==> config.mk <==
export PLATFORM = sky130hd
export DESIGN_NAME = assert_ctrl_responder
export DESIGN_NICKNAME = d
export VERILOG_FILES = /design/src/rtl/assert_ctrl_pkg.sv /design/src/rtl/assert_ctrl_sat_cnt.sv /design/src/rtl/assert_ctrl_responder.sv
export SDC_FILE = /design/constraint.sdc
export NUM_CORES = 1
export LEC_CHECK = 0
export BUFFER_PORTS_ARGS = -buffer_cell sky130_fd_sc_hd__buf_4
export CORE_UTILIZATION = 40
export DETAILED_ROUTE_END_ITERATION = 8
export PLACE_DENSITY = 0.7
export SYNTH_ARGS = -nofsm -noshare
export SYNTH_HDL_FRONTEND = slang
export SYNTH_SLANG_ARGS = --single-unit
==> constraint.sdc <==
create_clock -name clk -period 5.3 [get_ports clk]
set_input_delay 1.06 -clock clk [delete_from_list [all_inputs] [get_ports clk]]
set_output_delay 1.06 -clock clk [all_outputs]
set_load 0.03 [all_outputs]
==> src/rtl/assert_ctrl_pkg.sv <==
// Shared types for the assertion-control responder: command codes, control
// states, tracker states and the control-state transition function.
package assert_ctrl_pkg;

   localparam int unsigned OP_W = 3;
   localparam int unsigned ST_W = 2;

   typedef enum logic [OP_W-1:0] {
      OP_NOP    = 3'd0,
      OP_OFF    = 3'd1,
      OP_ON     = 3'd2,
      OP_FREEZE = 3'd3,
      OP_THAW   = 3'd4,
      OP_KILL   = 3'd5,
      OP_CLR    = 3'd6,
      OP_RSVD   = 3'd7
   } cmd_op_e;

   typedef enum logic [ST_W-1:0] {
      ST_OFF    = 2'd0,
      ST_ON     = 2'd1,
      ST_FROZEN = 2'd2
   } ctrl_state_e;

   typedef enum logic {
      TRK_IDLE = 1'b0,
      TRK_PEND = 1'b1
   } trk_state_e;

   // Control state after an accepted command; unlisted pairs hold the state.
   function automatic ctrl_state_e ctrl_next(input ctrl_state_e cur, input cmd_op_e op);
      ctrl_state_e nxt;
      nxt = cur;
      case (cur)
         ST_OFF: begin
            if (op == OP_ON) nxt = ST_ON;
         end
         ST_ON: begin
            if (op == OP_OFF)         nxt = ST_OFF;
            else if (op == OP_FREEZE) nxt = ST_FROZEN;
         end
         ST_FROZEN: begin
            if (op == OP_THAW || op == OP_ON) nxt = ST_ON;
            else if (op == OP_OFF)            nxt = ST_OFF;
         end
         default: nxt = ST_ON;
      endcase
      return nxt;
   endfunction

endpackage

==> src/rtl/assert_ctrl_sat_cnt.sv <==
// Saturating up-counter with synchronous clear; an increment coinciding with
// a clear leaves the count at one.
module assert_ctrl_sat_cnt #(
   parameter int unsigned W = 8
) (
   input  logic         i_clk,
   input  logic         i_rst,
   input  logic         i_clr,
   input  logic         i_en,
   output logic [W-1:0] o_cnt
);

   localparam logic [W-1:0] CNT_MAX = '1;

   logic [W-1:0] r_cnt;

   always_ff @(posedge i_clk or posedge i_rst) begin
      if (i_rst) begin
         r_cnt <= '0;
      end else if (i_clr) begin
         r_cnt <= i_en ? W'(1) : '0;
      end else if (i_en && (r_cnt != CNT_MAX)) begin
         r_cnt <= r_cnt + W'(1);
      end
   end

   assign o_cnt = r_cnt;

endmodule

==> src/rtl/assert_ctrl_responder.sv <==
// Checker-side assertion-control responder evaluating req |-> ##[1:MAX_LAT] ack.
// Define ASSERT_CTRL_MSG_EN to add simulation-only fail/state/opcode messages.
module assert_ctrl_responder
   import assert_ctrl_pkg::*;
#(
   parameter int unsigned MAX_LAT = 4,
   parameter int unsigned CNT_W   = 8,
   parameter int unsigned TS_W    = 16
) (
   input  logic             clk,
   input  logic             rst,
   input  logic             cmd_valid,
   output logic             cmd_ready,
   input  logic [OP_W-1:0]  cmd_op,
   input  logic             chk_en,
   input  logic             req,
   input  logic             ack,
   output logic             pass_o,
   output logic             fail_o,
   output logic [CNT_W-1:0] pass_cnt,
   output logic [CNT_W-1:0] fail_cnt,
   output logic             first_fail_vld,
   output logic [TS_W-1:0]  first_fail_ts,
   output logic [ST_W-1:0]  state_o,
   output logic             busy_o
);

   localparam int unsigned LAT_W = 4;

   ctrl_state_e      r_state, w_state_nxt;
   trk_state_e       r_trk, w_trk_nxt;
   logic [LAT_W-1:0] r_lat, w_lat_nxt;
   logic             r_cmd_ready, r_pass, r_fail;
   logic             r_ff_vld;
   logic [TS_W-1:0]  r_cycle, r_ff_ts;
   logic             w_acc, w_kill, w_clr, w_discard, w_pass, w_fail;
   cmd_op_e          w_op;

   assign w_op  = cmd_op_e'(cmd_op);
   assign w_acc = cmd_valid & r_cmd_ready;

   // Command decode and control next state
   always_comb begin
      w_state_nxt = r_state;
      w_kill      = 1'b0;
      w_clr       = 1'b0;
      w_discard   = 1'b0;
      if (w_acc) begin
         w_state_nxt = ctrl_next(r_state, w_op);
         w_kill      = (w_op == OP_KILL);
         w_clr       = (w_op == OP_CLR);
      end
      w_discard = w_kill || ((w_state_nxt == ST_OFF) && (r_state != ST_OFF));
   end

   // Tracker next state; evaluation uses the control state from before this edge
   always_comb begin
      w_trk_nxt = r_trk;
      w_lat_nxt = r_lat;
      w_pass    = 1'b0;
      w_fail    = 1'b0;
      case (r_state)
         ST_ON: begin
            if (!chk_en) begin
               w_trk_nxt = TRK_IDLE;
            end else if (r_trk == TRK_IDLE) begin
               if (req) begin
                  w_trk_nxt = TRK_PEND;
                  w_lat_nxt = LAT_W'(1);
               end
            end else begin
               if (ack)                              w_pass = 1'b1;
               else if (r_lat == LAT_W'(MAX_LAT))    w_fail = 1'b1;
               if (w_pass || w_fail) begin
                  if (req) w_lat_nxt = LAT_W'(1);
                  else     w_trk_nxt = TRK_IDLE;
               end else begin
                  w_lat_nxt = r_lat + LAT_W'(1);
               end
            end
         end
         ST_FROZEN: begin
         end
         default: w_trk_nxt = TRK_IDLE;
      endcase
      // A discard still lets this edge's completion report, but drops any restart
      if (w_discard) w_trk_nxt = TRK_IDLE;
   end

   always_ff @(posedge clk or posedge rst) begin
      if (rst) begin
         r_state     <= ST_ON;
         r_trk       <= TRK_IDLE;
         r_lat       <= '0;
         r_cmd_ready <= 1'b1;
         r_pass      <= 1'b0;
         r_fail      <= 1'b0;
         r_cycle     <= '0;
      end else begin
         r_state     <= w_state_nxt;
         r_trk       <= w_trk_nxt;
         r_lat       <= w_lat_nxt;
         r_cmd_ready <= ~w_acc;
         r_pass      <= w_pass;
         r_fail      <= w_fail;
         r_cycle     <= r_cycle + TS_W'(1);
      end
   end

   // First-failure capture; a fail on the clearing edge re-arms and captures
   always_ff @(posedge clk or posedge rst) begin
      if (rst) begin
         r_ff_vld <= 1'b0;
         r_ff_ts  <= '0;
      end else if (w_fail && (!r_ff_vld || w_clr)) begin
         r_ff_vld <= 1'b1;
         r_ff_ts  <= r_cycle;
      end else if (w_clr) begin
         r_ff_vld <= 1'b0;
      end
   end

   assert_ctrl_sat_cnt #(.W(CNT_W)) u_pass_cnt (
      .i_clk (clk),
      .i_rst (rst),
      .i_clr (w_clr),
      .i_en  (w_pass),
      .o_cnt (pass_cnt)
   );

   assert_ctrl_sat_cnt #(.W(CNT_W)) u_fail_cnt (
      .i_clk (clk),
      .i_rst (rst),
      .i_clr (w_clr),
      .i_en  (w_fail),
      .o_cnt (fail_cnt)
   );

   assign cmd_ready      = r_cmd_ready;
   assign pass_o         = r_pass;
   assign fail_o         = r_fail;
   assign first_fail_vld = r_ff_vld;
   assign first_fail_ts  = r_ff_ts;
   assign state_o        = r_state;
   assign busy_o         = (r_trk == TRK_PEND);

`ifdef ASSERT_CTRL_MSG_EN
   always @(posedge clk) begin
      if (!rst) begin
         if (w_fail)
            $error("assert_ctrl_responder: req |-> ack failed at cycle %0d", r_cycle);
         if (w_state_nxt != r_state)
            $display("assert_ctrl_responder: state %0d -> %0d at cycle %0d", r_state, w_state_nxt, r_cycle);
         if (w_acc && (w_op == OP_RSVD))
            $warning("assert_ctrl_responder: reserved cmd_op 7 treated as NOP at cycle %0d", r_cycle);
      end
   end
`else
   // Silent build: outputs identical, no reporting.
`endif

endmodule

* Word level (Yosys, flattened, before mapping) *
Cells that the tools add are included.

word-level totals
  register bits after elaboration = 59
  input bits = 9
  output and inout port bits = 39
  word-level logic and storage cells = 86

cells by class
  add/subtract/negate cells = 4
  equal/unequal tests = 12
  mux-type cells = 41
  bitwise operators = 2
  reductions and logical operators = 16

operators with widths
  kind                                                                   count
  8-bit two-way mux                                                      4
  1-bit two-way mux                                                      26
  16-bit by 1-bit adder with 16-bit output, second input constant        1
  8-bit by 1-bit adder with 8-bit output, second input constant          2
  8-bit inequality test, second input constant                           2
  2-bit two-way mux                                                      6
  4-bit two-way mux                                                      3
  3-bit equality test, second input constant                             3
  2-bit nonzero test                                                     4
  3-bit by 2-bit equality test with 1-bit output, second input constant  2
  2-bit case mux with 3 select lines                                     1
  4-bit by 1-bit adder with 4-bit output, second input constant          1
  4-bit by 3-bit equality test with 1-bit output, second input constant  1
  1-bit logical AND                                                      4
  2-bit zero test                                                        2
  1-bit logical OR                                                       4
  3-bit by 1-bit equality test with 1-bit output, second input constant  1
  2-bit by 1-bit equality test with 1-bit output, second input constant  1
  2-bit equality test, second input constant                             1
  2-bit inequality test, second input constant                           1
  1-bit case mux with 2 select lines                                     1
  2-bit AND reduction                                                    1
  1-bit AND                                                              1
  1-bit zero test                                                        1
  1-bit NOT                                                              1

* Longest topological paths before layout *
Gate-level depths: netlist of the first run.

  word-level depth = 12
  gate-level depth with buffers = 9
  mapped depth without buffers = 7

* By module *
A second synthesis of the first run with hierarchy kept.

second synthesis, totals
  cells, all modules = 243
  area, all modules = 2788.9 um^2

by module, submodules not included
  module                 times used  cells an instance  area an instance (um^2)  sequential area each (um^2)
  assert_ctrl_responder  1           149                1888.1                   1078.5
  assert_ctrl_sat_cnt    2           47                 450.4                    200.2

* Worst setup path before layout of the first run *
OpenSTA, ideal clock, no wires.

  path kind = input-to-reg
  start point = input port chk_en
  end point = register r_ff_ts[0] (netlist: first_fail_ts[0])
  library setup time = 125 ps
  arrival = 2532 ps
  required time = 5175 ps
  path slack = 2643 ps
  cell stages on the path = 7
  path buffers = 3
  path through = nand3b_1 > or4_4 > buf_6 > a21o_1 > buf_6 > buf_12 > mux2_4

on the way
  word-level cells in the longest chain between the ends = 3

ends and longest elaborated chain
  what                  RTL line                      text
  from (decl)           assert_ctrl_responder.sv:15   input logic chk_en,
  1-bit two-way mux     assert_ctrl_responder.sv:64   if (!chk_en) begin
  1-bit two-way mux     assert_ctrl_responder.sv:62   case (r_state)
  1-bit logical AND     assert_ctrl_responder.sv:115  end else if (w_fail && (!r_ff_vld || w_clr)) begin
  to (signal assigned)  assert_ctrl_responder.sv:117  r_ff_ts <= r_cycle;
  to (decl)             assert_ctrl_responder.sv:35   logic [TS_W-1:0] r_cycle, r_ff_ts;

No other way between the ends.
A chain may end at the register's enable or synchronous reset.

* Worst setup path after layout of the first run *
  start point = input port chk_en
  end point = register r_ff_ts[4] (netlist: first_fail_ts[4])

Same word-level chain as after synthesis.

==> results of run 1 <==
## stage by stage
stage,hold WS [ns],utilization (%),instances,total power [mW]
2_1_floorplan,0.446,-,243,0.537
3_3_place_gp,0.474,48.3,359,0.565
3_5_place_dp,0.477,48.3,359,0.568
4_1_cts,0.486,50.9,375,0.920
5_1_grt,0.510,50.9,375,0.958
6_report,0.485,50.9,375,0.911
## power groups by stage
stage	logic, mW	registers, mW	clock network, mW
2_1_floorplan	0.0363	0.501	0
3_3_place_gp	0.0763	0.489	0
6_report	0.0765	0.481	0.353
4_1_cts	0.0786	0.481	0.360
5_1_grt	0.0868	0.484	0.387
3_5_place_dp	0.0787	0.489	0
## placed cells by master, fill, tap and decap left out, types with 3 or more instances in the layout
cell and n:
o21ai_0 11, inv_1 8, or4_1 8, o211ai_1 3, xnor2_1 10, a21oi_1 16, nand3b_1 3, ha_1 5
or3_1 5, buf_4 48, clkbuf_8 10, nand4_1 6, nor2_1 9, dfrtp_1 57, o41ai_1 3, o31ai_1 6
mux2_4 10, nand2_1 18, nand3_1 18, xor2_1 4, mux2_2 6
## sequential cells by signal (all words and copies together) (netlist names)
register	count
busy_o	1
pass_o	1
u_pass_cnt.o_cnt	8
fail_o	1
r_cycle	16
r_lat	4
cmd_ready	1
first_fail_ts	16
u_fail_cnt.o_cnt	8
first_fail_vld	1
state_o	2
## Yosys cell counts
cell	instances
clkbuf_1	6
o211ai_1	3
or4_4	1
o311ai_0	1
inv_1	9
o41ai_1	3
ha_1	5
or4_1	8
and4_1	2
or3_1	5
nand2b_1	1
nor3_1	2
nand3_1	18
a21o_1	1
a31oi_1	1
buf_6	2
and2_1	2
nand4_1	6
xnor2_1	10
o21a_1	2
mux2_2	6
dfstp_2	2
a21oi_1	16
and3b_1	2
xor2_1	4
nand2_1	18
a22o_1	2
mux2_4	10
and3_1	2
o31ai_1	6
o2111ai_1	1
o21ai_0	11
mux2i_1	2
o2bb2ai_1	1
buf_12	1
dfrtp_1	57
nor2b_1	2
nor2_1	9
nand3b_1	3
## routing by layer
layer | up-vias | GRT usage, % | wire (µm)
met3 | 9 | 4.47 | 207
met1 | 999 | 23.2 | 2610
met5 | - | 0 | 0
met4 | 0 | 6.93 | 86
met2 | 43 | 23.8 | 2440
li1 | 992 | - | -
## worst max path at each step
stage / start / end / slack [ns] / depth (start not counted)
6_report: chk_en / first_fail_ts[4] / 2.67 / 5
4_1_cts: chk_en / first_fail_ts[4] / 2.66 / 5
3_3_place_gp: chk_en / first_fail_ts[3] / 2.33 / 5
3_5_place_dp: chk_en / first_fail_ts[3] / 2.31 / 5
5_1_grt: chk_en / first_fail_ts[3] / 2.55 / 5
2_1_floorplan: chk_en / first_fail_ts[0] / 2.64 / 7
## kinds of logic (layout without fill, tap and decap cells)
kind of cell	after synthesis	after routing	share of synthesized area [%]
fa+ha+maj	5	5	2.28
flops	59	59	53.9
xor+xnor	14	14	4.47
buf+inv	18	73	3.60
simple gates	81	81	16.1
compound gates	48	48	11.0
mux	18	18	8.66
## final cells by class
type | count | area [µm²] | area share [%]
clock buffers | 12 | 145 | 4.39
clock inverters | 4 | 26.3 | 0.794
inverters | 9 | 33.8 | 1.02
multi-input cells | 166 | 1170 | 35.3
flip-flops and latches | 59 | 1480 | 44.7
well taps | 77 | 96.3 | 2.91
repair buffers | 48 | 360 | 10.9
==> results.sh, run 1 <==
export IMPL_fin_nets=307
export IMPL_synth_seq_cells=59
export IMPL_synth_area_leader_cell="dfrtp_1"
export IMPL_comb_power_share_pct=8.4
export IMPL_cts_tree="done"
export IMPL_path_buf_inv=1
export IMPL_fin_crit_ns=2.63
export IMPL_ant_nets=0
export IMPL_rsz0062_at_grt="false"
export IMPL_critPathTopFamily="simple AND/OR/NAND/NOR gates"
export IMPL_switching_share_pct=25.8
export IMPL_hold_end="r_cycle[15]"
export IMPL_slew_viol_final=0
export IMPL_slowest_delay_ns=0.67
export IMPL_tightest_slew_ns=0.984
export IMPL_htreeDepth=3
export IMPL_clock_sinks=59
export IMPL_hold_violations=0
export IMPL_final_cell_area_mm2=0.00331
export IMPL_num_vias=2043
export IMPL_filler_cell_count=608
export IMPL_finalCritPeriodShare_pct=49.6
export IMPL_grt_pass1_vias=1958
export IMPL_core_mm2=0.00649
export IMPL_route_detailed_drc=6
export IMPL_status="finished with violations"
export IMPL_synthesis_nets=257
export IMPL_r2r_cells=4
export IMPL_path_max_fanout=19
export IMPL_root_buffer="clkbuf_8"
export IMPL_hold_buffers=0
export IMPL_vdd_drop_max_v=0.000119
export IMPL_layout_setup_ws_ns=2.67
export IMPL_critical_path_class="in -> reg"
export IMPL_maxSlewHeadroom_pct=34.3
export IMPL_holdPathStages=1
export IMPL_slowest_stage="or4_4"
export IMPL_max_freq_mhz=380
export IMPL_post_cts_repair_setup_buffers=0
export IMPL_cp_arrival_ns=2.84
export IMPL_clk_latency_ns=0.33
export IMPL_syn_inst=243
export IMPL_internal_power_mw=0.676
export IMPL_synthesis_area_mm2=0.00275
export IMPL_violations="design-rule violations"
export IMPL_firstDrtPassIters=6
export IMPL_pwr_share_seq_pct=52.8
export IMPL_grtUsageTotal_pct=16.4
export IMPL_clkPwrFrac_pct=38.8
export IMPL_yosysWarningCount=0
export IMPL_rows=29
export IMPL_routed_wl_um=5340
export IMPL_final_setup_tns_ns=0
export IMPL_place_gp_congestion=0.793
export IMPL_diodes=0
export IMPL_drive_above_1_share_pct=27.5
export IMPL_overflow=0
export IMPL_cp_cell_sequence="buf_4 -> nand3b_1 -> or4_4 -> a21o_1 -> mux2_4"
export IMPL_crit_reg2reg_launch="state_o[0]"
export IMPL_start_util_pct=42.3
export IMPL_setup_viol=0
export IMPL_ys_seq_area_share_pct=53.9
export IMPL_hp_start="r_cycle[15]"
export IMPL_synth_area_leaders="dfrtp_1 52%, mux2_4 5.5%, nand3_1 3.3%"
export IMPL_grt_pass1_wl_um=9320
export IMPL_wl_per_cell_um=14.2
export IMPL_rrSetupSlack_ns=2.87
export IMPL_grt_antenna_before_repair=0
export IMPL_cp_required_ns=5.51
export IMPL_cp_start_kind="primary input"
export IMPL_place_area_mm2=0.00314
export IMPL_fp_dieH_um=84.8
export IMPL_avgViaCountPerCell=5.45
export IMPL_grt_start_max_net_pins=60
export IMPL_p_leak_nw=1.59
export IMPL_ios=48
export IMPL_clock_path_buffers=2
export IMPL_dpl_worst_slack_ns=2.31
export IMPL_min_path_type="reg -> reg"
export IMPL_first_iter_violations=83
export IMPL_syn_avg_cell_area_um2=11.3
export IMPL_area_growth_synth_to_final_pct=20.5
export IMPL_dp_hpwl_um=3630
export IMPL_switching_power_mw=0.235
export IMPL_port_buffers=47
export IMPL_clock_skew_ns=0.00841
export IMPL_synth_top_area_share_pct=52.0
export IMPL_dieWidth_um=84.8
export IMPL_power_density_mw_per_mm2=275
export IMPL_crit_path_end_kind="flop"
export IMPL_numCtsBuffers=9
export IMPL_r2r_end="first_fail_ts[4]"
export IMPL_ys_types=39
export IMPL_clkSlewWorstSetupHoldPaths_ns=0.06
export IMPL_dieArea_mm2=0.00720
export IMPL_cts_resized=0
export IMPL_maxCapViolations=0
Note: power is estimated with default switching activity, not from simulation.
==> run 2, diff against run 1 <==
Clock period 5.3 ns to 2.5 ns, I/O delays scaled along.
==> run 2 against run 1 <==
Effect of this change: the flow still finishes with violations (design-rule violations); clock skew about the same; combinational power increased by 120%; count of clock-buffer cells in the layout decreased by 1; sequential share of layout area decreased by 0.86 points; non-clock buffer count increased by 2; sequential cell count unchanged; cell area increased by 2.0%; final cell count increased by 0.53%; register-to-register slack got worse by 2.6 ns.
==> results.sh, run 2 (synthesis results as in run 1) <==
export IMPL_cp_start_kind="flop"
export IMPL_cp_required_ns=2.72
export IMPL_rows=29
export IMPL_max_freq_mhz=441
export IMPL_wl_per_cell_um=14.7
export IMPL_cp_arrival_ns=2.49
export IMPL_root_buffer="clkbuf_8"
export IMPL_crit_reg2reg_launch="state_o[0]"
export IMPL_maxSlewHeadroom_pct=60.3
export IMPL_path_max_fanout=19
export IMPL_rrSetupSlack_ns=0.23
export IMPL_place_gp_congestion=0.818
export IMPL_power_density_mw_per_mm2=627
export IMPL_grtUsageTotal_pct=16.6
export IMPL_grt_antenna_before_repair=0
export IMPL_grt_start_max_net_pins=37
export IMPL_min_path_type="in -> async"
export IMPL_setup_viol=0
export IMPL_clock_skew_ns=0.00799
export IMPL_dieArea_mm2=0.00720
export IMPL_final_cell_area_mm2=0.00337
export IMPL_critPathLaunch="state_o[0]"
export IMPL_avgViaCountPerCell=5.52
export IMPL_drive_above_1_share_pct=28.0
export IMPL_clkSlewWorstSetupHoldPaths_ns=0.07
export IMPL_final_cell_mix="57 x dfrtp_1, 49 x buf_4, 18 x nand3_1, 18 x nand2_1, 16 x a21oi_1"
export IMPL_fin_nets=309
export IMPL_htreeDepth=3
export IMPL_maxCapViolations=0
export IMPL_fin_crit_ns=2.27
export IMPL_overflow=0
export IMPL_violations="design-rule violations"
export IMPL_cts_resized=0
export IMPL_numCtsBuffers=9
export IMPL_slew_viol_final=0
export IMPL_clock_path_buffers=2
export IMPL_status="finished with violations"
export IMPL_finalCritPeriodShare_pct=90.7
export IMPL_ant_nets=0
export IMPL_mostFrequentLayoutCell="dfrtp_1"
export IMPL_routed_wl_um=5530
export IMPL_rsz0062_at_grt="false"
export IMPL_ios=48
export IMPL_hold_buffers=0
export IMPL_port_buffers=47
export IMPL_crit_path_end_kind="flop"
export IMPL_fp_dieH_um=84.8
export IMPL_p_leak_nw=1.62
export IMPL_critical_path_class="reg -> reg"
export IMPL_dpl_worst_slack_ns=0.229
export IMPL_worstSetupEndpoint="first_fail_ts[8]"
export IMPL_first_iter_violations=180
export IMPL_hold_violations=0
export IMPL_dp_hpwl_um=3800
export IMPL_finish_utilization_pct=51.9
export IMPL_r2r_end="first_fail_ts[8]"
export IMPL_firstDrtPassIters=6
export IMPL_clk_latency_ns=0.33
export IMPL_clock_sinks=59
export IMPL_grt_pass1_vias=1941
export IMPL_tightest_slew_ns=0.594
export IMPL_area_growth_synth_to_final_pct=22.9
export IMPL_dieWidth_um=84.8
export IMPL_layout_setup_ws_ns=0.232
export IMPL_final_setup_tns_ns=0
export IMPL_vdd_drop_max_v=0.000247
export IMPL_post_cts_repair_setup_buffers=0
export IMPL_route_detailed_drc=6
export IMPL_grt_pass1_wl_um=9200
export IMPL_core_mm2=0.00649
export IMPL_start_util_pct=42.3
export IMPL_diodes=0
export IMPL_r2r_cells=5
export IMPL_num_vias=2082
export IMPL_place_area_mm2=0.00316
export IMPL_cts_tree="done"
==> run 2: where the power goes <==
| part | switching (mW) | internal, mW |
|---|---|---|
| registers | 0.0347 | 0.985 |
| logic | 0.103 | 0.0649 |
| clock network | 0.369 | 0.558 |
==> run 2: critical path: stages, from the launching register on <==
cell and delay (ns):
dfstp_2 0.59, nand3b_1 0.16, or4_4 0.67, a21o_1 0.20
buf_4 0.21, mux2_4 0.32
==> run 2: how the worst min path moves through the flow <==
stage	start	endpoint	slack (ns)	depth (start not counted)
after floorplan	r_cycle[15]	r_cycle[15]	0.45	1
after global placement	r_cycle[15]	r_cycle[15]	0.47	1
after detailed placement	r_cycle[5]	r_cycle[5]	0.48	1
after CTS	rst	r_lat[0]	0.24	2
after global routing	rst	r_lat[3]	0.26	2
final	rst	state_o[1]	0.22	2
==> run 2: stage by stage <==
| step | hold WS [ns] | cells | power, mW |
|---|---|---|---|
| detailed placement | 0.484 | 361 | 1.21 |
| floorplan | 0.446 | 243 | 1.14 |
| CTS | 0.237 | 377 | 2.13 |
| global route | 0.261 | 377 | 2.20 |
| finish | 0.216 | 377 | 2.12 |
| global placement | 0.473 | 361 | 1.20 |
==> run 2: layout make-up <==
class                   instances  area [µm²]
clock buffers                  11         131
clock inverters                 5        77.6
multi-input cells             166        1170
flip-flops and latches         59        1480
inverters                       9        33.8
well taps                      77        96.3
fillers                       577        3120
repair buffers                 50         388
==> run 2: layer usage <==
metal  global-route usage [%]  wire, µm
met1                     23.8      2670
met2                     23.1      2490
met3                     3.79       287
met4                     9.40        87
met5                        0         0
